## src/rtl/spi_flash_pkg.sv

```systemverilog
// Shared constants, FSM state type and byte-order helper for the SPI flash reader.
package spi_flash_pkg;

  localparam logic [7:0]  CMD_READ   = 8'h03;
  localparam int unsigned FRAME_BITS = 64;
  localparam int unsigned DATA_BITS  = 32;

  typedef enum logic [1:0] {IDLE, SHIFT, RESP, GAP} state_e;

  // Bytes arrive MSB-first into a shift register; the first byte must land in [7:0].
  function automatic logic [31:0] bytes_le(input logic [31:0] arrival);
    return {arrival[7:0], arrival[15:8], arrival[23:16], arrival[31:24]};
  endfunction

endpackage

```

## src/rtl/spi_clock_gen.sv

```systemverilog
// SCLK divider: CLOCK_DIV cycles per half-period, idles low, with single-cycle edge strobes.
module spi_clock_gen #(
  parameter int unsigned CLOCK_DIV = 4
) (
  input  logic clock,
  input  logic reset,
  input  logic clear_i,
  input  logic enable_i,
  output logic sclk_o,
  output logic rise_strobe_o,
  output logic fall_strobe_o
);

  localparam int unsigned CW = $clog2(CLOCK_DIV) + 1;
  localparam logic [CW-1:0] LAST = CW'(CLOCK_DIV - 1);

  logic [CW-1:0] count_q;
  logic          wrap;

  // Strobes are high in the cycle before the edge on which sclk toggles.
  assign wrap          = enable_i && !clear_i && (count_q == LAST);
  assign rise_strobe_o = wrap && !sclk_o;
  assign fall_strobe_o = wrap && sclk_o;

  always_ff @(posedge clock) begin
    if (reset || clear_i) begin
      count_q <= '0;
      sclk_o  <= 1'b0;
    end else if (enable_i) begin
      if (wrap) begin
        count_q <= '0;
        sclk_o  <= ~sclk_o;
      end else begin
        count_q <= count_q + 1'b1;
      end
    end else begin
      count_q <= '0;
      sclk_o  <= 1'b0;
    end
  end

endmodule

```

## src/rtl/spi_flash_reader.sv

```systemverilog
// Single-bit SPI mode-0 master issuing READ (0x03) + 24-bit address and returning
// the next four flash bytes as a little-endian word over a valid/ready interface.
module spi_flash_reader
  import spi_flash_pkg::*;
#(
  parameter int unsigned CLOCK_DIV  = 4,
  parameter int unsigned ADDR_WIDTH = 24
) (
  input  logic                  clock,
  input  logic                  reset,
  input  logic                  req_valid,
  output logic                  req_ready,
  input  logic [ADDR_WIDTH-1:0] req_addr,
  output logic                  resp_valid,
  input  logic                  resp_ready,
  output logic [31:0]           resp_data,
  output logic                  spi_sclk,
  output logic                  spi_cs,
  output logic                  spi_mosi,
  input  logic                  spi_miso
);

  localparam int unsigned CW = $clog2(CLOCK_DIV) + 1;
  localparam logic [CW-1:0] GAP_LAST  = CW'(CLOCK_DIV - 1);
  localparam logic [5:0]    LAST_BIT  = 6'(FRAME_BITS - 1);
  localparam logic [5:0]    FIRST_RX  = 6'(FRAME_BITS - DATA_BITS);

  state_e                 state_q;
  logic [FRAME_BITS-1:0]  tx_q;
  logic [DATA_BITS-1:0]   rx_q;
  logic [5:0]             bit_q;
  logic [CW-1:0]          gap_q;
  logic                   cs_q;
  logic                   valid_q;
  logic                   ready_q;
  logic [31:0]            data_q;

  logic                   accept;
  logic                   rise;
  logic                   fall;
  logic [FRAME_BITS-1:0]  frame;

  assign accept = req_valid && ready_q;
  assign frame  = {CMD_READ, req_addr, {DATA_BITS{1'b0}}};

  assign req_ready  = ready_q;
  assign resp_valid = valid_q;
  assign resp_data  = data_q;
  assign spi_cs     = cs_q;
  // The low half of the frame is zero, so MOSI is naturally 0 during data bits.
  assign spi_mosi   = tx_q[FRAME_BITS-1];

  spi_clock_gen #(
    .CLOCK_DIV(CLOCK_DIV)
  ) u_clock_gen (
    .clock        (clock),
    .reset        (reset),
    .clear_i      (accept),
    .enable_i     (state_q == SHIFT),
    .sclk_o       (spi_sclk),
    .rise_strobe_o(rise),
    .fall_strobe_o(fall)
  );

  always_ff @(posedge clock) begin
    if (reset) begin
      state_q <= IDLE;
      tx_q    <= '0;
      rx_q    <= '0;
      bit_q   <= '0;
      gap_q   <= '0;
      cs_q    <= 1'b1;
      valid_q <= 1'b0;
      ready_q <= 1'b1;
      data_q  <= '0;
    end else begin
      case (state_q)
        IDLE: begin
          if (accept) begin
            tx_q    <= frame;
            rx_q    <= '0;
            bit_q   <= '0;
            cs_q    <= 1'b0;
            ready_q <= 1'b0;
            state_q <= SHIFT;
          end
        end
        SHIFT: begin
          if (rise && bit_q >= FIRST_RX) begin
            rx_q <= {rx_q[DATA_BITS-2:0], spi_miso};
          end
          if (fall) begin
            if (bit_q == LAST_BIT) begin
              tx_q    <= '0;
              cs_q    <= 1'b1;
              valid_q <= 1'b1;
              data_q  <= bytes_le(rx_q);
              state_q <= RESP;
            end else begin
              bit_q <= bit_q + 1'b1;
              tx_q  <= {tx_q[FRAME_BITS-2:0], 1'b0};
            end
          end
        end
        RESP: begin
          if (resp_ready) begin
            valid_q <= 1'b0;
            gap_q   <= '0;
            state_q <= GAP;
          end
        end
        GAP: begin
          if (gap_q == GAP_LAST) begin
            ready_q <= 1'b1;
            state_q <= IDLE;
          end else begin
            gap_q <= gap_q + 1'b1;
          end
        end
        default: state_q <= IDLE;
      endcase
    end
  end

endmodule

```

## config.mk

```make
export PLATFORM = sky130hd
export DESIGN_NAME = spi_flash_reader
export DESIGN_NICKNAME = d
export VERILOG_FILES = /design/src/rtl/spi_flash_pkg.sv /design/src/rtl/spi_clock_gen.sv /design/src/rtl/spi_flash_reader.sv
export SDC_FILE = /design/constraint.sdc
export NUM_CORES = 1
export LEC_CHECK = 0
export ABC_AREA = 1
export ABC_CLOCK_PERIOD_IN_PS = 2400
export BUFFER_PORTS_ARGS = -buffer_cell sky130_fd_sc_hd__buf_2
export CAP_MARGIN = 25
export CORE_MARGIN = 1
export CORE_UTILIZATION = 61
export CTS_CLUSTER_SIZE = 30
export DETAILED_ROUTE_END_ITERATION = 12
export PLACE_DENSITY_LB_ADDON = 0.25
export SYNTH_ARGS = -nofsm -noshare
export SYNTH_HDL_FRONTEND = slang
export SYNTH_SLANG_ARGS = --single-unit
export TNS_END_PERCENT = 50
```

## constraint.sdc

```tcl
create_clock -name clock -period 2.4 [get_ports clock]
set_input_delay 0.48 -clock clock [delete_from_list [all_inputs] [get_ports clock]]
set_output_delay 0.48 -clock clock [all_outputs]
set_load 0.02 [all_outputs]
```

==> impl_metrics.env <==
export IMPL_cts_tree="yes"
export IMPL_clkPwrFrac_pct=30.6
export IMPL_leakage_uw=0.002806
export IMPL_cp_cell_sequence="inv_1 > ha_1 > buf_4 > inv_2 > o21bai_4 > inv_1 > buf_4 > nand2_1 > nand2_1 > nor2_1 > nor2_1"
export IMPL_synth_ff_type="dfxtp_1"
export IMPL_hpwl_um=6476
export IMPL_crit_type="register to register"
export IMPL_die_area_um2=8329
export IMPL_critPathLaunchType="register"
export IMPL_firstDrtPassIters=5
export IMPL_drcViolationCount=0
export IMPL_synthesis_instances=701
export IMPL_preCtsSetupSlack_ps=400.6
export IMPL_dp_cells=838
export IMPL_instances_no_fill=870
export IMPL_max_freq_mhz=491.2
export IMPL_portBuffers=65
export IMPL_antenna_found_initial=0
export IMPL_wl_per_cell_um=11.93
export IMPL_finalSetupViolations=0
export IMPL_die_h_um=91.27
export IMPL_grt_pass1_wl_um=18400
export IMPL_ys_ff_latch=114
export IMPL_yosysTopAreaCell="dfxtp_1"
export IMPL_routed_wl_um=10380
export IMPL_ys_seq_area_share_pct=46.95
export IMPL_cts_resized=0
export IMPL_synth_cell_types=31
export IMPL_grt_usage_pct=27.77
export IMPL_drive_above_1_share_pct=15.89
export IMPL_cp_max_fo=24
export IMPL_internal_power_uw=4963
export IMPL_vias_per_cell=5.098
export IMPL_synth_edf_count=0
export IMPL_nets=794
export IMPL_fin_crit_ps=2036
export IMPL_drt_iter0_markers=338
export IMPL_worst_pin_slew_ps=910.4
export IMPL_overflow=0
export IMPL_path_clk_slew_ps=60
export IMPL_rows=32
export IMPL_use_met1_pct=30.63
export IMPL_grt_max_degree=50
export IMPL_yosysWarnings=0
export IMPL_fin_util_pct=74.90
export IMPL_top_usage_layer="met2"
export IMPL_root_buffer="clkbuf_8"
export IMPL_fin_crit_sh_pct=84.82
export IMPL_syn_area_um2=4861
export IMPL_use_met2_pct=48.86
export IMPL_swShare_pct=39.12
export IMPL_coreArea_um2=7727
export IMPL_status="completed"
export IMPL_insertion_delay_ps=520
export IMPL_use_met3_pct=8.878
export IMPL_crit_arrival_ps=2490
export IMPL_dieWidth_um=91.27
export IMPL_slew_violations=0
export IMPL_switchingPower_uw=3189
export IMPL_drtAntennaViolNets=0
export IMPL_syn_to_final_growth_pct=19.07
export IMPL_required_ps=2850
export IMPL_yosysTopAreaCellShare_pct=46.95
export IMPL_yosysMostFrequentCell="nand2_1"
export IMPL_grt_setup_unrepaired="false"
export IMPL_vias=4435
export IMPL_powerDensity_nw_per_um2=1408
export IMPL_gp_congestion=0.8194
export IMPL_final_hold_violation_count=0
export IMPL_ys_top_cells_by_area="dfxtp_1, nand2_1, nor2_1"
export IMPL_hold_buffers=0
export IMPL_initial_core_util_pct=62.90
export IMPL_synth_area_per_cell_um2=6.934
export IMPL_maxCapViolCount=0
export IMPL_setup_ws_ps=364.2
export IMPL_cts_buffers_inserted=17
export IMPL_cp_slowest_cell="ha_1"
export IMPL_comb_power_share_pct=35.4
export IMPL_synth_common_cells="nand2_1, nor2_1, dfxtp_1, o21ai_0, inv_1"
export IMPL_skew_ps=4.631
export IMPL_hold_path_class="primary input to register"
export IMPL_power_total_uw=8151
export IMPL_grt_pass1_vias=4364
export IMPL_antennaDiodeCount=0
export IMPL_cp_end_kind="register"
export IMPL_ir_drop_v=0.001083
export IMPL_syn_nets=740
export IMPL_htreeDepth=4
export IMPL_cts_path_max_buffers=2
export IMPL_postCtsSetupBuffers=0
export IMPL_ys_async_sr_fraction_pct=0
export IMPL_maxSlewHeadroom_pct=39.24
export IMPL_cp_slowest_stage_delay_ps=340
export IMPL_tns_ps=0
export IMPL_cts_sinks=114
export IMPL_ios=66
export IMPL_seq_power_share_pct=34.0
-- worst max-delay path, delay by kind of cell, from the launching register on --
kind | cells | cell delay (ps)
buf+inv | 5 | 780
fa+ha+maj | 1 | 340
simple gates | 4 | 340
flops | 1 | 320
compound gates | 1 | 190
-- state kept, by name (all words and copies together), names as in the netlist --
| signal | flops |
|---|---|
| state_q | 2 |
| gap_q | 3 |
| resp_data | 32 |
| tx_q | 32 |
| rx_q | 32 |
| bit_q | 6 |
| req_ready | 1 |
| spi_cs | 1 |
| u_clock_gen.sclk_o | 1 |
| resp_valid | 1 |
| u_clock_gen.count_q | 3 |
-- per-layer routing --
metal	wire length (um)	part of all wire, %
met3	402	3.9
met5	0	0
met2	5340	51
met4	186	1.8
met1	4449	43
-- metrics by stage --
| step | hold slack [ps] | area (um2) |
|---|---|---|
| after floorplan | 399.2 | 4861 |
| after global placement | 407.8 | 5190 |
| after detailed placement | 417.9 | 5190 |
| after CTS | 255.2 | 5788 |
| after global routing | 274.2 | 5788 |
| final | 280.6 | 5788 |
-- area by class of cell --
type                       instances  area [um2]
multi-input combinational        521        2261
timing repair buffer              74       417.9
sequential                       114        2282
fill                             583        1939
tap                              102       127.6
clock inverter                    15       183.9
clock buffer                      17       414.1
inverter                          27       101.3
-- placed cells by master, fill, tap and decap left out, types with 4 or more instances in the layout --
master / netlist / layout
clkbuf_16: 0 / 16
nand3_1: 8 / 8
inv_1: 23 / 23
buf_4: 6 / 7
a21oi_1: 17 / 17
inv_2: 3 / 4
dfxtp_1: 114 / 114
nor2_1: 195 / 195
nand2_1: 205 / 205
ha_1: 10 / 10
o21ai_0: 55 / 55
buf_2: 14 / 65
clkinv_4: 0 / 4
o21ai_1: 9 / 9
-- power groups by stage --
stage | combinational (uW) | sequential, uW | clock (uW)
floorplan | 2480 | 2720 | 0
global route | 3350 | 2830 | 2620
finish | 2890 | 2770 | 2490
global placement | 2700 | 2780 | 0
CTS | 2890 | 2760 | 2530
detailed placement | 2820 | 2790 | 0
-- path summary, 6_finish.rpt --
kind                                from                      to  slack [ps]  depth (start not counted)
setup / recovery              state_q[1]                tx_q[48]         360                         11
hold / removal               req_addr[8]                tx_q[40]         280                          5
setup reg to reg              state_q[1]                tx_q[48]         360                         11
hold reg to reg   u_clock_gen.count_q[0]  u_clock_gen.count_q[0]         420                          1
-- logic make-up (layout without fill, tap and decap cells) --
logic type	after synthesis	count (layout)	share of synthesized area [%]
xor+xnor	1	1	0.1802
fa+ha+maj	10	10	2.574
buf+inv	66	133	6.563
compound gates	90	90	9.987
flops	114	114	46.95
simple gates	420	420	33.75
Note: power is estimated with default switching activity, not from simulation.
